**src/rtl/pc_seq_pkg.sv**
```systemverilog
// Shared types and defaults for the fetch-side PC sequencer.
// Contents: FSM state enum, next-pc selector enum, PC step and default parameters.
// Imported by pc_seq_next and pc_sequencer.
package pc_seq_pkg;

   localparam int          XLEN_DEF     = 32;
   localparam logic [31:0] RESET_PC_DEF = 32'h0000_0000;
   localparam logic [31:0] TRAP_VEC_DEF = 32'h0000_0100;
   localparam int          PC_STEP      = 4;

   typedef enum logic [2:0] {
      IDLE,
      REQ,
      WAIT,
      HOLD,
      KILL
   } state_t;

   typedef enum logic [1:0] {
      PC_HOLD,
      PC_INC,
      PC_REDIR
   } pc_sel_t;

endpackage

```
**src/rtl/pc_sequencer_if.sv**
```systemverilog
// Fetch interface bundle: imem request/response, decode handoff, execute redirect.
// master = pc_sequencer side, slave = memory/decode/execute side.
// No logic; signals keep the core's io_* names.
interface pc_sequencer_if #(
   parameter int XLEN = 32
);
   logic            io_imem_req_valid;
   logic            io_imem_req_ready;
   logic [XLEN-1:0] io_imem_req_addr;
   logic            io_imem_resp_valid;
   logic [XLEN-1:0] io_imem_resp_data;
   logic            io_inst_valid;
   logic            io_inst_ready;
   logic [XLEN-1:0] io_inst_data;
   logic [XLEN-1:0] io_inst_pc;
   logic            io_redirect_valid;
   logic [XLEN-1:0] io_redirect_pc;
   logic            io_misalign;

   modport master (
      output io_imem_req_valid, io_imem_req_addr, io_inst_valid,
             io_inst_data, io_inst_pc, io_misalign,
      input  io_imem_req_ready, io_imem_resp_valid, io_imem_resp_data,
             io_inst_ready, io_redirect_valid, io_redirect_pc
   );

   modport slave (
      input  io_imem_req_valid, io_imem_req_addr, io_inst_valid,
             io_inst_data, io_inst_pc, io_misalign,
      output io_imem_req_ready, io_imem_resp_valid, io_imem_resp_data,
             io_inst_ready, io_redirect_valid, io_redirect_pc
   );
endinterface

```
**src/rtl/pc_seq_next.sv**
```systemverilog
// Next-PC selector: hold, pc+4 (wraps modulo 2^XLEN) or redirect target.
// Purely combinational, zero latency, no backpressure.
// PC_SEQ_MISALIGN_TRAP_EN: misaligned redirect goes to TRAP_VEC and raises misalign;
// otherwise the target's low two bits are cleared and misalign stays 0.
module pc_seq_next
   import pc_seq_pkg::*;
#(
   parameter int              XLEN     = XLEN_DEF,
   parameter logic [XLEN-1:0] TRAP_VEC = XLEN'(TRAP_VEC_DEF)
) (
   input  logic [XLEN-1:0] pc,
   input  pc_sel_t         sel,
   input  logic [XLEN-1:0] redirect_pc,
   output logic [XLEN-1:0] next_pc,
   output logic            misalign
);

`ifdef PC_SEQ_MISALIGN_TRAP_EN
   localparam bit TRAP_EN = 1'b1;
`else
   localparam bit TRAP_EN = 1'b0;
`endif

   logic target_misaligned;
   assign target_misaligned = (redirect_pc[1:0] != 2'b00);

   always_comb begin
      next_pc  = pc;
      misalign = 1'b0;
      case (sel)
         PC_INC:   next_pc = pc + XLEN'(PC_STEP);
         PC_REDIR: begin
            if (TRAP_EN && target_misaligned) begin
               next_pc  = TRAP_VEC;
               misalign = 1'b1;
            end else begin
               next_pc  = redirect_pc & ~XLEN'(3);
            end
         end
         default:  next_pc = pc;
      endcase
   end

endmodule

```
**src/rtl/pc_sequencer.sv**
```systemverilog
// Fetch PC sequencer: one outstanding imem request, one-entry instruction buffer,
// redirects squash in-flight fetches. Latency: >= 3 cycles + memory latency per inst.
// Backpressure: holds the buffered inst (no new request) until io_inst_ready.
// Ports: clock, reset (async active-low), bus (pc_sequencer_if.master).
// PC_SEQ_MISALIGN_TRAP_EN enables the misaligned-redirect trap (see pc_seq_next).
module pc_sequencer
   import pc_seq_pkg::*;
#(
   parameter int              XLEN     = XLEN_DEF,
   parameter logic [XLEN-1:0] RESET_PC = XLEN'(RESET_PC_DEF),
   parameter logic [XLEN-1:0] TRAP_VEC = XLEN'(TRAP_VEC_DEF)
) (
   input  logic           clock,
   input  logic           reset,
   pc_sequencer_if.master bus
);

   state_t          state_q, state_d;
   logic [XLEN-1:0] pc_q, pc_next;
   logic [XLEN-1:0] inst_data_q;
   pc_sel_t         pc_sel;
   logic            load_buf;
   logic            misalign_flag;
   logic            misalign_q;

   logic redirect, req_hs, resp;
   assign redirect = bus.io_redirect_valid;
   assign req_hs   = (state_q == REQ) && bus.io_imem_req_ready;
   // Responses outside WAIT/KILL are never looked at by the FSM.
   assign resp     = bus.io_imem_resp_valid;

   pc_seq_next #(
      .XLEN     (XLEN),
      .TRAP_VEC (TRAP_VEC)
   ) u_next (
      .pc          (pc_q),
      .sel         (pc_sel),
      .redirect_pc (bus.io_redirect_pc),
      .next_pc     (pc_next),
      .misalign    (misalign_flag)
   );

   // Redirect overrides every other event in every state.
   always_comb begin
      state_d  = state_q;
      pc_sel   = redirect ? PC_REDIR : PC_HOLD;
      load_buf = 1'b0;
      case (state_q)
         IDLE: state_d = REQ;
         REQ: begin
            if (redirect)    state_d = req_hs ? KILL : REQ;
            else if (req_hs) state_d = WAIT;
         end
         WAIT: begin
            if (redirect) begin
               // Response in the redirect cycle is dropped; otherwise it is orphaned.
               state_d = resp ? REQ : KILL;
            end else if (resp) begin
               state_d  = HOLD;
               load_buf = 1'b1;
            end
         end
         HOLD: begin
            if (redirect) begin
               state_d = REQ;
            end else if (bus.io_inst_ready) begin
               state_d = REQ;
               pc_sel  = PC_INC;
            end
         end
         KILL: if (resp) state_d = REQ;
         default: state_d = IDLE;
      endcase
   end

   always_ff @(posedge clock or negedge reset) begin
      if (!reset) begin
         state_q     <= IDLE;
         pc_q        <= RESET_PC;
         inst_data_q <= '0;
         misalign_q  <= 1'b0;
      end else begin
         state_q    <= state_d;
         pc_q       <= pc_next;
         misalign_q <= redirect && misalign_flag;
         if (load_buf) inst_data_q <= bus.io_imem_resp_data;
      end
   end

   assign bus.io_imem_req_valid = (state_q == REQ);
   assign bus.io_imem_req_addr  = pc_q;
   assign bus.io_inst_valid     = (state_q == HOLD);
   assign bus.io_inst_data      = inst_data_q;
   assign bus.io_inst_pc        = pc_q;
   assign bus.io_misalign       = misalign_q;

endmodule

```
**src/flat_wrapper.sv**
```systemverilog
// flat-port wrapper written by rule: the top's interface ports become plain ports
module pc_sequencer_flat import pc_seq_pkg::*;
#(
   parameter int              XLEN     = XLEN_DEF,
   parameter logic [XLEN-1:0] RESET_PC = XLEN'(RESET_PC_DEF),
   parameter logic [XLEN-1:0] TRAP_VEC = XLEN'(TRAP_VEC_DEF)
)
  (clock, reset, bus_io_imem_req_valid, bus_io_imem_req_addr, bus_io_inst_valid, bus_io_inst_data, bus_io_inst_pc, bus_io_misalign, bus_io_imem_req_ready, bus_io_imem_resp_valid, bus_io_imem_resp_data, bus_io_inst_ready, bus_io_redirect_valid, bus_io_redirect_pc);
  pc_sequencer_if #(.XLEN(XLEN)) bus_i ();
  input  logic clock;
  input  logic reset;
  output wire logic [$bits(bus_i.io_imem_req_valid)-1:0] bus_io_imem_req_valid;
  output wire logic [$bits(bus_i.io_imem_req_addr)-1:0] bus_io_imem_req_addr;
  output wire logic [$bits(bus_i.io_inst_valid)-1:0] bus_io_inst_valid;
  output wire logic [$bits(bus_i.io_inst_data)-1:0] bus_io_inst_data;
  output wire logic [$bits(bus_i.io_inst_pc)-1:0] bus_io_inst_pc;
  output wire logic [$bits(bus_i.io_misalign)-1:0] bus_io_misalign;
  input wire logic [$bits(bus_i.io_imem_req_ready)-1:0] bus_io_imem_req_ready;
  input wire logic [$bits(bus_i.io_imem_resp_valid)-1:0] bus_io_imem_resp_valid;
  input wire logic [$bits(bus_i.io_imem_resp_data)-1:0] bus_io_imem_resp_data;
  input wire logic [$bits(bus_i.io_inst_ready)-1:0] bus_io_inst_ready;
  input wire logic [$bits(bus_i.io_redirect_valid)-1:0] bus_io_redirect_valid;
  input wire logic [$bits(bus_i.io_redirect_pc)-1:0] bus_io_redirect_pc;
  assign bus_io_imem_req_valid = bus_i.io_imem_req_valid;
  assign bus_io_imem_req_addr = bus_i.io_imem_req_addr;
  assign bus_io_inst_valid = bus_i.io_inst_valid;
  assign bus_io_inst_data = bus_i.io_inst_data;
  assign bus_io_inst_pc = bus_i.io_inst_pc;
  assign bus_io_misalign = bus_i.io_misalign;
  assign bus_i.io_imem_req_ready = bus_io_imem_req_ready;
  assign bus_i.io_imem_resp_valid = bus_io_imem_resp_valid;
  assign bus_i.io_imem_resp_data = bus_io_imem_resp_data;
  assign bus_i.io_inst_ready = bus_io_inst_ready;
  assign bus_i.io_redirect_valid = bus_io_redirect_valid;
  assign bus_i.io_redirect_pc = bus_io_redirect_pc;
  pc_sequencer #(.XLEN(XLEN), .RESET_PC(RESET_PC), .TRAP_VEC(TRAP_VEC)) u_core (.clock(clock), .reset(reset), .bus(bus_i));
endmodule
```
**config.mk**
```make
export PLATFORM = sky130hd
export DESIGN_NAME = pc_sequencer_flat
export DESIGN_NICKNAME = d
export VERILOG_FILES = /design/src/rtl/pc_seq_pkg.sv /design/src/rtl/pc_sequencer_if.sv /design/src/rtl/pc_seq_next.sv /design/src/rtl/pc_sequencer.sv /design/src/flat_wrapper.sv
export SDC_FILE = /design/constraint.sdc
export NUM_CORES = 1
export LEC_CHECK = 0
export ABC_AREA = 0
export CAP_MARGIN = 25
export CELL_PAD_IN_SITES_DETAIL_PLACEMENT = 1
export CELL_PAD_IN_SITES_GLOBAL_PLACEMENT = 2
export CORE_ASPECT_RATIO = 0.75
export CORE_MARGIN = 2
export CORE_UTILIZATION = 24
export DETAILED_ROUTE_END_ITERATION = 7
export PLACE_DENSITY = 0.91
export SETUP_SLACK_MARGIN = 0.5
export SYNTH_ARGS = -nofsm -noshare
export SYNTH_HDL_FRONTEND = slang
export SYNTH_SLANG_ARGS = --single-unit
```
**constraint.sdc**
```tcl
create_clock -name clock -period 2.8 [get_ports clock]
set_input_delay 0.56 -clock clock [delete_from_list [all_inputs] [get_ports clock]]
set_output_delay 0.56 -clock clock [all_outputs]
set_load 0.005 [all_outputs]
```
# After elaboration in Yosys (flattened, before gate mapping)
# Cells that the tools add are included.
# Widths: inputs -> output; s select.
[classes]
add_sub_neg = 1
n_eq_ne = 10
muxes = 18
reduce_logical = 4
[ops]
columns = ["operator", "n"]
rows = [
  ["$pmux 32 s2", 1],
  ["$add 32x3->32 const B", 1],
  ["$mux 3", 9],
  ["$pmux 3 s5", 1],
  ["$mux 2", 4],
  ["$eq 3x2->1 const B", 2],
  ["$ne 3x1->1 const B", 2],
  ["$reduce_and 4->1", 1],
  ["$eq 3x1->1 const B", 1],
  ["$eq 3x3->1 const B", 1],
  ["$logic_not 3->1", 1],
  ["$mux 1", 3],
  ["$ne 3x3->1 const B", 1],
  ["$eq 2x1->1 const B", 1],
  ["$eq 2x2->1 const B", 1],
  ["$ne 2x2->1 const B", 1],
  ["$reduce_bool 2->1", 1],
  ["$logic_and 1x1->1", 1],
]
[totals]
register_bits = 67
input_bits = 70
word_cells = 36

# Logic depth before layout (Yosys ltp)
[logic_depth]
ltp_word = 6
mapped_depth = 12
mapped_depth_nobuf = 9

# By module
# A second synthesis with hierarchy kept.
[hier_totals]
hier_cells = 375
hier_area_um2 = 3950.0
[by_module_without_submodules]
columns = ["mod", "instances", "cells_each", "area_each_um2"]
rows = [
  ["pc_sequencer", 1, 153, 2601.2],
  ["pc_seq_next", 1, 222, 1348.8],
]

# Worst setup path after synthesis
# OpenSTA, ideal clock, no wires.
[synth_path]
path_type = "reg-to-reg"
startpoint = "reg u_core.state_q[1]"
endpoint = "reg u_core.pc_q[8] (netlist: u_core.bus.io_imem_req_addr[8])"
setup_ns = 0.136
t_arrival_ns = 2.103
required_ns = 2.664
path_slack_ns = 0.561
stages_incl_launch_ff = 12
path_buffers = 4
period_less_slack_ns = 2.239
path_cell_list = "dfrtp_1 clkbuf_1 and3_1 nand3b_1 ha_1 clkbuf_1 inv_1 clkbuf_1 clkbuf_1 o21ai_0 a21oi_1 a21oi_1"
[synth_via]
elab_chain_cells = 4
word_cells_on_any_way = 6
cone_classes = "eq/ne (3); mux (2); reduce/logical (1)"
[synth_rtl]
columns = ["item", "line_no", "rtl"]
rows = [
  ["start: declaration", "pc_sequencer.sv:18", "state_t state_q, state_d;"],
  ["start signal: assignment", "pc_sequencer.sv:83", "state_q <= state_d;"],
  ["$eq 3x2->1 (*)", "-", ""],
  ["net bus_io_inst_valid", "flat_wrapper.sv:14", "output wire logic [$bits(bus_i.io_inst_valid)-1:0] bus_io_inst_valid;"],
  ["$mux 2 (*)", "pc_sequencer.sv:48", "case (state_q)"],
  ["$eq 2x2->1 or $eq 2x1->1 (tied branches)", "pc_seq_next.sv:30", "case (sel)"],
  ["$pmux 32 s2 or $reduce_bool 2->1 (tied branches)", "-", ""],
  ["end signal: assignment", "pc_sequencer.sv:84", "pc_q <= pc_next;"],
  ["end: declaration", "pc_sequencer.sv:19", "logic [XLEN-1:0] pc_q, pc_next;"],
]
# The timed path passes the listed nets; every way through them passes the cells marked *.
# A chain may end at the register's enable or synchronous reset.

# Worst setup path in the final report
[layout_path]
startpoint = "in bus_io_inst_ready"
endpoint = "reg u_core.pc_q[17] (netlist: u_core.bus.io_imem_req_addr[17])"
[layout_via]
elab_chain_cells = 5
word_cells_on_any_way = 7
cone_classes = "eq/ne (2); mux (4); reduce/logical (1)"
[layout_rtl]
columns = ["item", "line_no", "rtl"]
rows = [
  ["start: declaration", "flat_wrapper.sv:21", "input wire logic [$bits(bus_i.io_inst_ready)-1:0] bus_io_inst_ready;"],
  ["$mux 2 (*)", "pc_sequencer.sv:66", "end else if (bus.io_inst_ready) begin"],
  ["$mux 2 (*)", "pc_sequencer.sv:64", "if (redirect) begin"],
  ["$mux 2 (*)", "pc_sequencer.sv:48", ""],
  ["$eq 2x2->1 or $eq 2x1->1 (tied branches)", "pc_seq_next.sv:30", ""],
  ["$pmux 32 s2 or $reduce_bool 2->1 (tied branches)", "-", ""],
]
# Every way passes the cells marked *; elsewhere a longest branch is shown, timed or not.

==> metrics.md <==
| Metric | Value |
|---|---|
| WHS | 0.236 ns |
| Pleak | 2.27 nW |
| Setup repair after global routing missed its margin | false |
| Count of state elements after synthesis | 65 |
| Clock period minus worst slack | 2.13 ns |
| Worst setup slack for register-to-register paths | 0.69 ns |
| Most used flip-flop cell after synthesis | sky130_fd_sc_hd__dfrtp_1 |
| Hold Buf Count CTS | 0 |
| Adder-cell area share of the yosys netlist | 0.696% |
| Cell row count | 38 |
| CTS tree | built |
| Pin count of the biggest net entering global routing | 45 |
| Number of filler instances in the final layout | roughly 1700 |
| Max-cap violations | 0 |
| Share of async-settable or async-resettable flops after synthesis | 100% |
| Antenna diodes | 0 |
| # port buffers | 161 |
| Clk buf depth | 2 |
| Synthesized-area fraction occupied by xor and xnor cells | 0% |
| Detailed-routing wirelength on met1 | 5580 microns |
| HPWL Detailed | around 9600 microns |
| Total vias in the final route | 3354 |
| Max Clk Rate | 469 MHz |
| Global-route wire length before repair | 19000 microns |
| Setup TNS | 0 ns |
| GPL Wtd Cong | approximately 0.83 |
| Area growth from synthesis to final layout | 55.2% |
| I/O pins | 169 |
| Met3 wire length | 645 microns |
| CTS Buf Count | 9 |
| Final Hold Fails | 0 |
| Top metal layer carrying routed signals | met4 |
| Initial Util | ~25% |
| Final WS setup | between 0.6 and 0.7 ns |
| Post-Place Setup Slack | 0.277 ns |
| NumNets Final | 577 |
| Placed Instances | 687 |
| Crit end category | register |
| Clock latency at the later pin of the worst-skew pair | 0.33 ns |
| Area of the core | 14500 sq um |
| Clock edge transition at the registers on the reported setup and hold paths | 0.05 ns |
| Synth Area in Compound Gates | 15.4% |
| CTS Root Cell | sky130_fd_sc_hd__clkbuf_16 |
| Post-synthesis instance area | 3600 sq um |
| Area of all placed cells without fillers | 5580 sq um |
| Die H | 110 microns |
| Final global-route overflow total | 0 |
| Initial antenna violation count | 0 |
| Dominant combinational cell family by area after synthesis | simple AND/OR/NAND/NOR gates |
| Per-cell routed wire length | 17.9 microns |
| Cell count after synthesis | 364 |
| Maximum vdd drop | a little under 0.0003 V |
| Detailed Route Iter0 Violations | around 160 |
| DIE WIDTH | around 150 microns |
| Ratio of final minimum period to clock period | 76.2% |
| Critical path peak fanout | 12 |
| Number of distinct standard cells referenced by the synthesized netlist | 47 |
| Commonest cells after routing, fill and taps aside | sky130_fd_sc_hd__clkdlybuf4s50_1 (160), sky130_fd_sc_hd__dfrtp_1 (65), sky130_fd_sc_hd__mux2_2 (35) |
| Post-detailed-placement cell area | 5240 sq um |
| First drt pass iteration count | 4 |
| Basic-gate share of the synthesized area counting and, or, nand and nor cells | 16.4% |
| Routed WL | 12700 microns |
| Worst min-delay path class | primary input to async pin |
| Drt drc | 0 |
| Worst setup skew after layout | 0.00694 ns |
| Least-Margin Pin Slew | 0.600 ns |
| Syn avg cell area | 9.88 sq um |
| Most common library cell in the layout ignoring fill and taps | sky130_fd_sc_hd__clkdlybuf4s50_1 |
| Slew Limit Fails | 0 |
| Areal power density over the cells | approximately 750 nW/um^2 |
| Sequential element share of the synthesized area | 45.2% |
| Final cell count without fillers | 710 |
| Die area | 16000 sq um |
| Vias/cell | 4.72 |
| Yosys warning count | 0 |
| Number of global-route vias before repair | ~3500 |
| Required time at the worst-slack endpoint | 3.00 ns |
| Share of cell area taken by muxes after synthesis | 11.8% |
| Total number of clock tree sinks | 65 |
| Count of final setup violators | 0 |
| Normalized max-slew margin | 60.0% |
| Antenna-violating nets left | 0 |
| Critical path class | primary input to register |
| Fraction of layout instances using a drive strength above 1 | ~15% |
| CTS HTree Levels | 3 |
| Critical path data arrival time | 2.33 ns |
| Launching element type of the critical path | primary input |
| Result of the run | finished, final reports clean |
| GRT Util Overall | between 15 and 20% |
| Met2 layer wire length in the routed design | roughly 6300 microns |
| Number of enable flip-flop cells after synthesis | 0 |
-- registers in the layout, indices dropped and copies added (netlist names) --
name	count
u_core.state_q	3
u_core.bus.io_inst_data	32
u_core.bus.io_imem_req_addr	30
-- kinds of logic (layout without fill, tap and decap cells) --
group | Yosys count | after routing
and+or+nand+nor | 110 | 110
other | 1 | 5
muxes | 38 | 38
DFF | 65 | 65
adders and majority gates | 2 | 2
buffers and inverters | 64 | 206
AOI/OAI and AO/OA | 84 | 84
-- repair_timing --
item                       4_1_cts  5_1_grt
gates resized for setup          0        1
hold endpoints to repair         0        0
setup endpoints to repair        1       11
pin swaps                        1        3
buffers inserted                 0        7
cloned                           0        0
-- final timing paths --
kind / from / endpoint / depth (start not counted)
hold / removal: reset / u_core.bus.io_imem_req_addr[18] / 1
max in group asynchronous: reset / u_core.bus.io_inst_data[16] / 2
hold reg to reg: u_core.bus.io_inst_data[18] / u_core.bus.io_inst_data[18] / 1
setup reg to reg: u_core.state_q[2] / u_core.bus.io_imem_req_addr[17] / 9
setup / recovery: bus_io_inst_ready / u_core.bus.io_imem_req_addr[17] / 8
min in group clock: u_core.bus.io_inst_data[18] / u_core.bus.io_inst_data[18] / 1
-- critical path, cell delays in order --
cell	delay [ns]
sky130_fd_sc_hd__clkdlybuf4s50_1	0.51
sky130_fd_sc_hd__nand3b_1	0.11
sky130_fd_sc_hd__ha_1	0.35
sky130_fd_sc_hd__inv_1	0.11
sky130_fd_sc_hd__buf_4	0.20
sky130_fd_sc_hd__nand2_1	0.18
sky130_fd_sc_hd__o221ai_1	0.24
sky130_fd_sc_hd__a31oi_1	0.06
-- through the flow --
| step | util (%) | power, W |
|---|---|---|
| after CTS | 37.8 | 0.00425 |
| after detailed placement | 36.0 | 0.00322 |
| after global routing | 38.4 | 0.00444 |
| after floorplan | - | 0.00220 |
| final | 38.4 | 0.00419 |
| after global placement | 36.0 | 0.00314 |
-- area by class of cell --
class	count	area, sq um	share of cell area, %
timing repair buffer	179	1790	32.1
sequential	65	1630	29.1
multi-input combinational	239	1610	28.9
tap	200	250	4.48
clock buffer	12	236	4.24
inverter	11	45.0	0.807
clock inverter	4	20.0	0.359
-- cells in the mapped netlist (4+ instances only) --
cell                       instances  share of area, %
sky130_fd_sc_hd__nor2_1           27               2.8
sky130_fd_sc_hd__a311oi_1          5               1.2
sky130_fd_sc_hd__a31oi_1           4              0.70
sky130_fd_sc_hd__inv_1            11               1.1
sky130_fd_sc_hd__nor3_1            7              0.97
sky130_fd_sc_hd__o22ai_1           4              0.70
sky130_fd_sc_hd__o22a_1            5               1.2
sky130_fd_sc_hd__and2_1            4              0.70
sky130_fd_sc_hd__clkbuf_1         14               1.5
sky130_fd_sc_hd__dfrtp_1          65                45
sky130_fd_sc_hd__nor4_1            5              0.87
sky130_fd_sc_hd__a32oi_1           4              0.97
sky130_fd_sc_hd__nand2_1          24               2.5
sky130_fd_sc_hd__o21ai_0          23               3.2
sky130_fd_sc_hd__nand3_1          14               1.9
sky130_fd_sc_hd__nand4_1           7               1.2
sky130_fd_sc_hd__mux2_2           35                11
sky130_fd_sc_hd__or3_1             5              0.87
sky130_fd_sc_hd__a211oi_1          5               1.0
sky130_fd_sc_hd__a22oi_1           5               1.0
sky130_fd_sc_hd__a21oi_1          16               2.2
sky130_fd_sc_hd__buf_4            35               7.3
-- report_power, final --
part           switching (W)  total [W]  internal [W]  leakage (nW)
logic               0.000561    0.00162       0.00106          1.34
registers           0.000340    0.00158       0.00124         0.806
clock network       0.000400   0.000993      0.000593         0.130
-- metal layers --
| layer | vias up | GRT usage [%] |
|---|---|---|
| li1 | 1576 | - |
| met4 | 0 | 5.81 |
| met3 | 17 | 2.84 |
| met1 | 1672 | 19.9 |
| met5 | - | 0 |
| met2 | 89 | 25.9 |
(Power assumes the default switching activity.)
==> patch 1 (same flow settings) <==
Reset style: synchronous (`reset`), changed in one clocked block. Comments in the files are not updated.
--- a/src/rtl/pc_sequencer.sv
+++ b/src/rtl/pc_sequencer.sv
@@ -75,3 +75,3 @@
 
-   always_ff @(posedge clock or negedge reset) begin
+   always_ff @(posedge clock) begin
       if (!reset) begin
Behaviour: differs if reset is asserted again (counterexample within 4 cycles, from zero or initial values and one cycle with reset low); with reset held inactive, the same outputs for 4 cycles.
==> patch 1 against the unedited design <==
- maximum frequency down 4.2%
- routed wire length decreased by 2.2%
- area after synthesis rose by 1.9%
- setup slack got worse by 94 ps
- highest routed layer unchanged
- sequential cell count is the same
- via count rose by 15%
- critical path type is now flip-flop to flip-flop
- cell area increased by 2.3%
Power is not compared: it rests on default switching activity, and its combinational part moved more than twofold at a synthesized area within 25%.
==> patch 1: results (changes against the unedited design) <==
grt_pass1_wl_mm: 20.6  # was 19.0 mm
wl_met1_mm: 5.51  # was 5.58 mm
cp.arrival_ps: 2480  # was 2330 ps
reg2reg_setup_slack_ps: 570  # was 690 ps
dp_slack_ps: 249  # was 277 ps
reg2reg_depth: 6  # was 9
gp_congestion: 0.771  # was 0.827
fin_skew_ps: 9.07  # was 6.94 ps
viasPerCell: 4.77  # was 4.72
status: "finished clean"  # unchanged
final_nets: 673  # was 577
use_met1_pct: 19.5  # was 19.9%
yosysUniqueCellTypes: 52  # was 47
grt.total_usage_pct: 15.5  # was 15.3%
placed_cells: 792  # was 687
dp_hpwl_mm: 9.19  # was 9.55 mm
wl_mm: 12.5  # was 12.7 mm
met2_wirelength_mm: 5.92  # was 6.32 mm
holdWs_ps: 469  # was 236 ps
first_global_vias: 3980  # was 3540
fmax_mhz: 449  # was 469 MHz
wl_per_cell_um: 15.4  # was 17.9 um
hp-class: "flip-flop to flip-flop"  # was primary input to asynchronous set/reset pin
drt_iter0_markers: 147  # was 163
synth_common_cells: "nand2_1, dfxtp_1, buf_4"  # was dfrtp_1, buf_4, mux2_2
worstMarginPinSlew_ps: 571  # was 600 ps
crit_end: "u_core.bus.io_imem_req_addr[14]"  # was u_core.bus.io_imem_req_addr[17]
dr_wl_met3_um: 944  # was 645 um
gr-usage-met2_pct: 25.5  # was 25.9%
path_max_fanout: 7  # was 12
grt_max_degree: 52  # was 45
fillers: 1745  # was 1667
synth_async_sr_flop_share_pct: 0  # was 100%
hp-start: "u_core.bus.io_inst_data[11]"
==> patch 1: cell count changes in the layout (fill, tap and decap cells not counted), moves of 30 or more <==
cell | before | now
dfxtp_1 | 0 | 60
a21boi_0 | 1 | 31
nand2_1 | 24 | 87
mux2_2 | 35 | 2
dfrtp_1 | 65 | 0
==> patch 1: cells by family (layout without fill, tap and decap cells) <==
group / count (synthesis) / after routing / synth area share [%]
adder cells (fa/ha/maj): 2 / 2 / 0.683
AND/OR/NAND/NOR: 197 / 197 / 27.2
AO/OA/AOI/OAI: 122 / 122 / 22.8
other: 1 / 5 / 0.102
multiplexers: 9 / 9 / 2.53
buffers and inverters: 73 / 206 / 11.1
flip-flops: 65 / 65 / 35.5
==> patch 1: worst max-delay path: stages (launching register included) <==
cell and delay (ps):
dfxtp_1 440, ha_2 280, nand4_2 260, or4_2 730, o31ai_1 220, nand2b_1 80, a21oi_1 140
==> patch 1: repair_timing <==
item / 4_1_cts / 5_1_grt
setup endpoints to repair: 6 / 9
gates resized for setup: 1 / 8
cloned: 0 / 0
pin swaps: 1 / 0
buffers inserted: 3 / 0
==> patch 1: area by class of cell <==
type / count / area, um^2 / area share (%)
timing repair buffer: 182 / 1790 / 31.3
clock buffer: 9 / 225 / 3.95
sequential: 65 / 1310 / 22.9
inverter: 8 / 30.0 / 0.526
tap: 205 / 256 / 4.49
clock inverter: 7 / 101 / 1.78
multi-input combinational: 335 / 2000 / 35.0
==> patch 1: power groups by stage <==
stage          logic [uW]  registers [uW]  clock network [uW]
2_1_floorplan         188            1020                   0
3_3_place_gp          406            1030                   0
3_5_place_dp          415            1040                   0
4_1_cts               418            1020                1290
5_1_grt               452            1030                1320
6_report              414            1020                1250
==> patch 2 (same settings) <==
Made on the original files. `TRAP_EN` of `pc_seq_next`: 1'b0 -> 1'b1.
--- a/src/rtl/pc_seq_next.sv
+++ b/src/rtl/pc_seq_next.sv
@@ -20,3 +20,3 @@
 `else
-   localparam bit TRAP_EN = 1'b0;
+   localparam bit TRAP_EN = 1'b1;
 `endif
Function: changed (a bounded check fails within 4 cycles, from zero or initial values and one cycle with reset low).
==> patch 2 against the unedited design <==
- cell area grew 1.8%
- cell count is 0.28% higher
- non-clock buffer count is 5 lower
- area after synthesis up 2.2%
- die area is 2.1% higher
- first-iteration DRC count decreased by 9.2%
- clock power is 27% higher
- sequential cell count rose by 1
- routed wire length down 4.1%
- maximum frequency shrank 3.5%
- power grew 4.1%
- setup slack lost 77 ps
- critical path type is now flip-flop to output pin
- largest cell class unchanged
==> patch 2: results (changes against the unedited design) <==
syn_avg_cell_area_um2: 9.85  # was 9.88 um^2
fin_skew_ps: 9.90  # was 6.94 ps
placed_cells: 696  # was 687
grt_max_degree: 67  # was 45
antenna_found_initial: 1  # was 0
viasPerCell: 4.87  # was 4.72
gp_congestion: 0.760  # was 0.827
netlist_top_cells_area: "dfrtp_1, mux2_2, buf_4, o21ai_0, nor2_1"  # unchanged
drt_iter0_markers: 148  # was 163
first_global_vias: 3832  # was 3540
power.leakage_uw: 0.00225  # was 0.00227 uW
vdd_drop_max_v: 0.000506  # was 0.000297 V
pg_comb_uw: 1550  # was 1620 uW
num_vias: 3465  # was 3354
grt.total_usage_pct: 15.6  # was 15.3%
dp_slack_ps: 336  # was 277 ps
wl_per_cell_um: 17.2  # was 17.9 um
synth_common_cells: "dfrtp_1, buf_4, nor2_1, o21ai_0, mux2_2"  # was dfrtp_1, buf_4, mux2_2
drive_gt1_share_pct: 13.4  # was 14.7%
status: "finished clean"  # unchanged
cp.arrival_ps: 1650  # was 2330 ps
worstMarginPinSlew_ps: 648  # was 600 ps
powerDensity_mw_per_mm2: 767  # was 751 mW/mm^2
seq_area_frac_synth_pct: 44.9  # was 45.2%
path_max_fanout: 8  # was 12
-- patch 2: final timing paths --
kind	slack, ps	depth (start not counted)	startpoint	end
setup / recovery	590	3	u_core.state_q[2]	bus_io_imem_req_valid
hold / removal	230	2	reset	u_core.bus.io_imem_req_addr[14]
setup reg to reg	680	10	u_core.state_q[2]	u_core.bus.io_imem_req_addr[31]
hold reg to reg	500	1	u_core.bus.io_inst_data[2]	u_core.bus.io_inst_data[2]
max in group asynchronous	2220	2	reset	u_core.state_q[2]
min in group clock	500	1	u_core.bus.io_inst_data[2]	u_core.bus.io_inst_data[2]
-- patch 2: logic make-up after synthesis --
kind of cell | after synthesis | synth area share [%]
flops | 66 | 44.9
other cells | 1 | 0.102
buf+inv | 64 | 10.3
fa+ha+maj | 2 | 0.681
mux | 36 | 10.9
simple gates | 109 | 15.9
compound gates | 95 | 17.1
-- patch 2: final cells by class --
type,count,area [um^2]
fillers,1679,9400
repair buffers,174,1750
multi-input cells,246,1680
flip-flops and latches,66,1650
well taps,205,256
clock buffers,10,239
clock inverters,6,88.8
inverters,5,18.8
-- patch 2: critical path, cell delays in order, from the launching register on --
cell	delay, ps
dfrtp_2	440
nand2b_2	230
nor2_2	120
clkdlybuf4s50_1	510
-- patch 2: metrics by stage --
| step | util, % | instance area [um^2] |
|---|---|---|
| 2_1_floorplan | - | 3690 |
| 3_3_place_gp | 35.4 | 5340 |
| 3_5_place_dp | 35.4 | 5340 |
| 4_1_cts | 37.6 | 5660 |
| 5_1_grt | 37.7 | 5680 |
| 6_report | 37.7 | 5680 |
-- patch 2: per-layer routing --
metal | global-route usage, % | up-vias | routed length, um
met1 | 18.2 | 1715 | 5040
li1 | - | 1588 | -
met4 | 4.01 | 0 | 119
met5 | 0 | - | 0
met3 | 8.19 | 10 | 1410
met2 | 25.1 | 152 | 5660
